$ cat config.mk
export PLATFORM = sky130hd
export DESIGN_NAME = op_encoder_reg_flat
export DESIGN_NICKNAME = d
export VERILOG_FILES = /design/src/rtl/op_encoder_reg_if.sv /design/src/rtl/op_encoder_reg.sv /design/src/flat_wrapper.sv
export SDC_FILE = /design/constraint.sdc
export NUM_CORES = 1
export LEC_CHECK = 0
export ABC_AREA = 1
export BUFFER_PORTS_ARGS = -buffer_cell sky130_fd_sc_hd__buf_2
export CORE_MARGIN = 3
export CORE_UTILIZATION = 37
export CTS_CLUSTER_SIZE = 14
export DETAILED_ROUTE_END_ITERATION = 12
export HOLD_SLACK_MARGIN = 0.03
export PLACE_DENSITY = 0.61
export SLEW_MARGIN = 25
export SYNTH_ARGS = -nofsm -noshare
export SYNTH_HDL_FRONTEND = slang
export SYNTH_SLANG_ARGS = --single-unit
$ cat constraint.sdc
create_clock -name clk -period 3.3 [get_ports clk]
set_input_delay 0.33 -clock clk [delete_from_list [all_inputs] [get_ports clk]]
set_output_delay 0.33 -clock clk [all_outputs]
set_load 0.05 [all_outputs]
$ cat src/rtl/op_encoder_reg_if.sv
// Request/op handshake bundle for op_encoder_reg.
// The master side drives the request lines, op_ready and clr.
// The slave side (the encoder) drives the registered op and its status.
interface op_encoder_reg_if #(
  parameter int N = 9,
  parameter int W = 4
);
  logic [N-1:0] in;
  logic         op_ready;
  logic         clr;
  logic [W-1:0] op;
  logic         op_valid;
  logic         err;
  logic         ovf;
  logic [7:0]   acc_cnt;

  modport master (
    output in, op_ready, clr,
    input  op, op_valid, err, ovf, acc_cnt
  );

  modport slave (
    input  in, op_ready, clr,
    output op, op_valid, err, ovf, acc_cnt
  );
endinterface

$ cat src/rtl/op_encoder_reg.sv
// Edge-triggered one-hot/priority request encoder with a one-deep output
// register and a valid/ready handshake.
//
//   state | meaning
//   IDLE  | no op pending, op_valid=0, op keeps the last captured code
//   PEND  | captured op waiting for op_ready, op_valid=1
//
// Only a rising edge from an all-zero request vector counts as an event, so
// a request held high is captured once. When the consumer accepts and a new
// event arrives at the same edge, the new code replaces the accepted one
// without a bubble.
module op_encoder_reg #(
  parameter int N          = 9,
  parameter int W          = 4,
  parameter int MODE       = 0,
  parameter int DEFAULT_OP = 0
) (
  input logic             clk,
  input logic             rst_n,
  op_encoder_reg_if.slave bus
);

  typedef enum logic {IDLE = 1'b0, PEND = 1'b1} state_t;

  state_t       state;
  logic [N-1:0] in_q;
  logic [W-1:0] op_r;
  logic         op_valid_r;
  logic         err_r;
  logic         ovf_r;
  logic [7:0]   acc_cnt_r;

  logic [W-1:0] code;
  logic         req_event;
  logic         multi_hot;
  logic         capture;
  logic         err_set;
  logic         ovf_set;

  // Lowest set request bit wins; in strict mode this is only used when
  // exactly one bit is set, so the same encoder serves both modes.
  always_comb begin
    code = '0;
    for (int i = N - 1; i >= 0; i--) begin
      if (bus.in[i]) code = W'(i);
    end
  end

  // Event detection and the capture / error / overflow decisions.
  always_comb begin
    req_event = (|bus.in) && !(|in_q);
    multi_hot = |(bus.in & (bus.in - N'(1)));
    capture   = req_event && !((MODE == 0) && multi_hot);
    err_set   = req_event && (MODE == 0) && multi_hot;
    ovf_set   = capture && (state == PEND) && !bus.op_ready;
  end

  // Request history, sticky flags, output FSM and accept counter.
  always_ff @(posedge clk or negedge rst_n) begin
    if (!rst_n) begin
      state      <= IDLE;
      in_q       <= '0;
      op_r       <= W'(DEFAULT_OP);
      op_valid_r <= 1'b0;
      err_r      <= 1'b0;
      ovf_r      <= 1'b0;
      acc_cnt_r  <= 8'd0;
    end else begin
      in_q <= bus.in;

      if (err_set)      err_r <= 1'b1;
      else if (bus.clr) err_r <= 1'b0;

      if (ovf_set)      ovf_r <= 1'b1;
      else if (bus.clr) ovf_r <= 1'b0;

      case (state)
        IDLE: begin
          if (capture) begin
            op_r       <= code;
            op_valid_r <= 1'b1;
            state      <= PEND;
          end
        end
        PEND: begin
          if (bus.op_ready) begin
            acc_cnt_r <= acc_cnt_r + 8'd1;
            if (capture) begin
              op_r <= code;
            end else begin
              op_valid_r <= 1'b0;
              state      <= IDLE;
            end
          end
        end
        default: begin
          op_valid_r <= 1'b0;
          state      <= IDLE;
        end
      endcase
    end
  end

  assign bus.op       = op_r;
  assign bus.op_valid = op_valid_r;
  assign bus.err      = err_r;
  assign bus.ovf      = ovf_r;
  assign bus.acc_cnt  = acc_cnt_r;

endmodule

$ cat src/flat_wrapper.sv
// flat-port wrapper written by rule: the top's interface ports become plain ports
module op_encoder_reg_flat 
#(
  parameter int N          = 9,
  parameter int W          = 4,
  parameter int MODE       = 0,
  parameter int DEFAULT_OP = 0
)
  (clk, rst_n, bus_in, bus_op_ready, bus_clr, bus_op, bus_op_valid, bus_err, bus_ovf, bus_acc_cnt);
  op_encoder_reg_if #(.N(N), .W(W)) bus_i ();
  input logic clk;
  input logic rst_n;
  input wire logic [$bits(bus_i.in)-1:0] bus_in;
  input wire logic [$bits(bus_i.op_ready)-1:0] bus_op_ready;
  input wire logic [$bits(bus_i.clr)-1:0] bus_clr;
  output wire logic [$bits(bus_i.op)-1:0] bus_op;
  output wire logic [$bits(bus_i.op_valid)-1:0] bus_op_valid;
  output wire logic [$bits(bus_i.err)-1:0] bus_err;
  output wire logic [$bits(bus_i.ovf)-1:0] bus_ovf;
  output wire logic [$bits(bus_i.acc_cnt)-1:0] bus_acc_cnt;
  assign bus_i.in = bus_in;
  assign bus_i.op_ready = bus_op_ready;
  assign bus_i.clr = bus_clr;
  assign bus_op = bus_i.op;
  assign bus_op_valid = bus_i.op_valid;
  assign bus_err = bus_i.err;
  assign bus_ovf = bus_i.ovf;
  assign bus_acc_cnt = bus_i.acc_cnt;
  op_encoder_reg #(.N(N), .W(W), .MODE(MODE), .DEFAULT_OP(DEFAULT_OP)) u_core (.clk(clk), .rst_n(rst_n), .bus(bus_i));
endmodule
==> impl_metrics.env <==
export IMPL_drc=0
export IMPL_peakVddDrop_mv=0.109
export IMPL_maxCapViolCount=0
export IMPL_reg2regPathDepth=9
export IMPL_power_internal_uw=373
export IMPL_critPathBufInv=0
export IMPL_finalCritPeriodShare_pct=46.5
export IMPL_layout_commonest_cell="nand2_1"
export IMPL_cts_root_buffer="clkbuf_4"
export IMPL_clkTransAtPathRegs_ps=130
export IMPL_regToRegEndpoint="u_core.bus.op_valid"
export IMPL_crit_chain="nor3_1 -> nand2_1 -> nor2_1 -> o21ai_4 -> nor2_2 -> ha_1 -> nand2_1 -> nand2_1 -> o21ai_0"
export IMPL_coreArea_um2=3130
export IMPL_hold_path_endpoint="u_core.in_q[1]"
export IMPL_power_total_uw=494
export IMPL_area_growth_pct=18.3
export IMPL_dp_hpwl_um=1840
export IMPL_power_frac_comb_pct=9.9
export IMPL_cts_tree="done"
export IMPL_htreeDepth=1
export IMPL_seq_area_frac_synth_pct=50.2
export IMPL_routed_wl_um=2260
export IMPL_crit_top_cell="nand2_1"
export IMPL_drtIter0Drc=63
export IMPL_synth_seq_cells=25
export IMPL_status="complete, no violations"
export IMPL_reg2reg_slack_ps=1770
export IMPL_synth_area_leaders="dfrtp_1 50%, nand2_1 11%, nor2_1 5.4%"
export IMPL_path_class="reg -> reg"
export IMPL_grt_max_degree=26
export IMPL_leakagePower_nw=0.826
export IMPL_drive_above_1_share_pct=30.2
export IMPL_routedWlPerCell_um=10.5
export IMPL_timing_hold_ws_ps=164
export IMPL_max_slew_margin_pct=64.5
export IMPL_crit_required_ps=3540
export IMPL_max_stage_delay_ps=380
export IMPL_dieArea_um2=4100
export IMPL_vias=996
export IMPL_pwr_share_clk_pct=26.7
export IMPL_ys_types=25
export IMPL_cts_sinks=25
export IMPL_clk_latency_ps=310
export IMPL_worstPathMaxFanout=4
export IMPL_power_density_nw_per_um2=335
export IMPL_drtPass1Iterations=4
export IMPL_grt_pass1_wl_um=4040
export IMPL_grt_util_all_layers_pct=12.4
export IMPL_overflow=0
export IMPL_critPathTopFamily="simple AND/OR/NAND/NOR gates"
export IMPL_cp_slowest_cell="dfrtp_1"
export IMPL_rsz0062_at_grt="false"
export IMPL_final_area_um2=1470
export IMPL_ys_warn_count=0
export IMPL_syn_nets=155
export IMPL_mappedNetlistArea_um2=1250
export IMPL_avgSynthCellArea_um2=8.90
export IMPL_netlist_top_cell_by_area="dfrtp_1"
export IMPL_min_period_ps=1530
export IMPL_ctsResizeCount=0
export IMPL_fin_tns_setup_ps=0
export IMPL_dp_cells=211
export IMPL_holdPathStages=1
export IMPL_die_h_um=64.0
export IMPL_gp_congestion=0.891
export IMPL_post_dp_cell_area_um2=1440
export IMPL_min_from="bus_in[1]"
export IMPL_setup_viol=0
export IMPL_mostFrequentLayoutCells="35 x nand2_1, 27 x buf_2, 25 x dfrtp_1"
export IMPL_rows=20
export IMPL_worst_setup_path_end_kind="flop"
export IMPL_viasPerCell=4.61
export IMPL_worst_slew_pin_slew_ps=533
export IMPL_rr_startpoint="u_core.in_q[7]"
export IMPL_switchingPower_uw=121
export IMPL_final_cells=216
export IMPL_seqPwrFrac_pct=63.4
export IMPL_io_pins=28
export IMPL_cts_buffer_depth=2
export IMPL_synth_cells=140
export IMPL_skew_ps=2.19
export IMPL_swShare_pct=24.5
export IMPL_port_buffers=27
export IMPL_hold_class="in -> reg"
export IMPL_critPathLaunchType="flop"
export IMPL_fmax_mhz=652
export IMPL_drv_slew=0
export IMPL_cp_arrival_ps=1770
export IMPL_start_util_pct=39.8
export IMPL_layout_nets=188
export IMPL_antenna_left=0
export IMPL_yosysTopAreaCellShare_pct=50.2
export IMPL_die_x_um=64.0
export IMPL_numCtsBuffers=3
export IMPL_hold_viol_final=0
export IMPL_diodes=0
export IMPL_grt_pass1_vias=968
export IMPL_antenna_found_initial=0
[final cells by class]
type / instances / area, µm²
Clock buffer: 3 / 22.5
Tap cell: 44 / 55.1
Multi-Input combinational cell: 96 / 549
Fill cell: 320 / 1650
Sequential cell: 25 / 626
Clock inverter: 1 / 5.00
Timing Repair Buffer: 28 / 145
Inverter: 19 / 71.3
[cell usage after synthesis]
master / count
nor3_2: 1
xnor2_1: 5
o21ai_4: 1
o21bai_2: 1
dfrtp_1: 25
inv_1: 14
o21bai_1: 1
o22ai_1: 1
nor3b_2: 1
ha_1: 2
xor2_1: 2
o21ai_1: 2
nand3_1: 4
nor2_8: 1
nand3_4: 1
inv_2: 5
a21oi_1: 2
nor2_2: 4
nand2_1: 35
nand2_2: 3
nor3_1: 1
o21ai_0: 3
nand2_4: 3
nor2_1: 18
nand4_1: 4
[state kept, by name, indices dropped and copies added (netlist names)]
| signal | flops |
|---|---|
| u_core.in_q | 9 |
| u_core.bus.acc_cnt | 8 |
| u_core.bus.op | 4 |
| u_core.bus.err | 1 |
| u_core.bus.op_valid | 1 |
| u_core.bus.ovf | 1 |
| u_core.state | 1 |
[logic make-up after synthesis]
kind of cell,synth area share (%)
AOI/OAI and AO/OA,6.13
buffers and inverters,5.72
and+or+nand+nor,31.0
xor gates and xnor gates,4.92
adders and majority gates,2.01
DFF,50.2
[power groups by stage]
stage | logic [mW] | registers, mW | clock network [mW]
2_1_floorplan | 0.0241 | 0.320 | 0
3_3_place_gp | 0.0479 | 0.319 | 0
3_5_place_dp | 0.0484 | 0.319 | 0
4_1_cts | 0.0494 | 0.313 | 0.138
5_1_grt | 0.0553 | 0.314 | 0.152
6_report | 0.0488 | 0.313 | 0.132
[timing repair]
item | 4_1_cts | 5_1_grt
hold buffers | 1 | 0
setup buffers | 0 | 0
setup endpoints to repair | 0 | 0
endpoints found under the hold margin | 25 | 0
[worst max path at each step]
stage	startpoint	end	slack (ps)	cells past startpoint
after floorplan	u_core.bus.acc_cnt[0]	u_core.bus.acc_cnt[6]	1750	5
after global placement	bus_in[3]	u_core.bus.op_valid	1620	11
after detailed placement	bus_in[5]	u_core.bus.op_valid	1590	11
after CTS	u_core.in_q[7]	u_core.bus.op_valid	1750	8
after global routing	u_core.in_q[7]	u_core.bus.op_valid	1630	9
final	u_core.in_q[7]	u_core.bus.op_valid	1770	9
[per-layer routing]
metal / GRT usage (%) / wire length [µm]
met5: 0 / 0
met4: 4.85 / 32
met3: 2.28 / 103
met2: 21.3 / 1110
met1: 15.2 / 1020
[per-stage QoR]
step / utilization (%) / setup slack (ps)
3_3_place_gp: 45.9 / 1620
5_1_grt: 47.1 / 1630
6_report: 47.1 / 1770
4_1_cts: 47.1 / 1750
3_5_place_dp: 45.9 / 1590
2_1_floorplan: - / 1750
(Power assumes the default switching activity.)
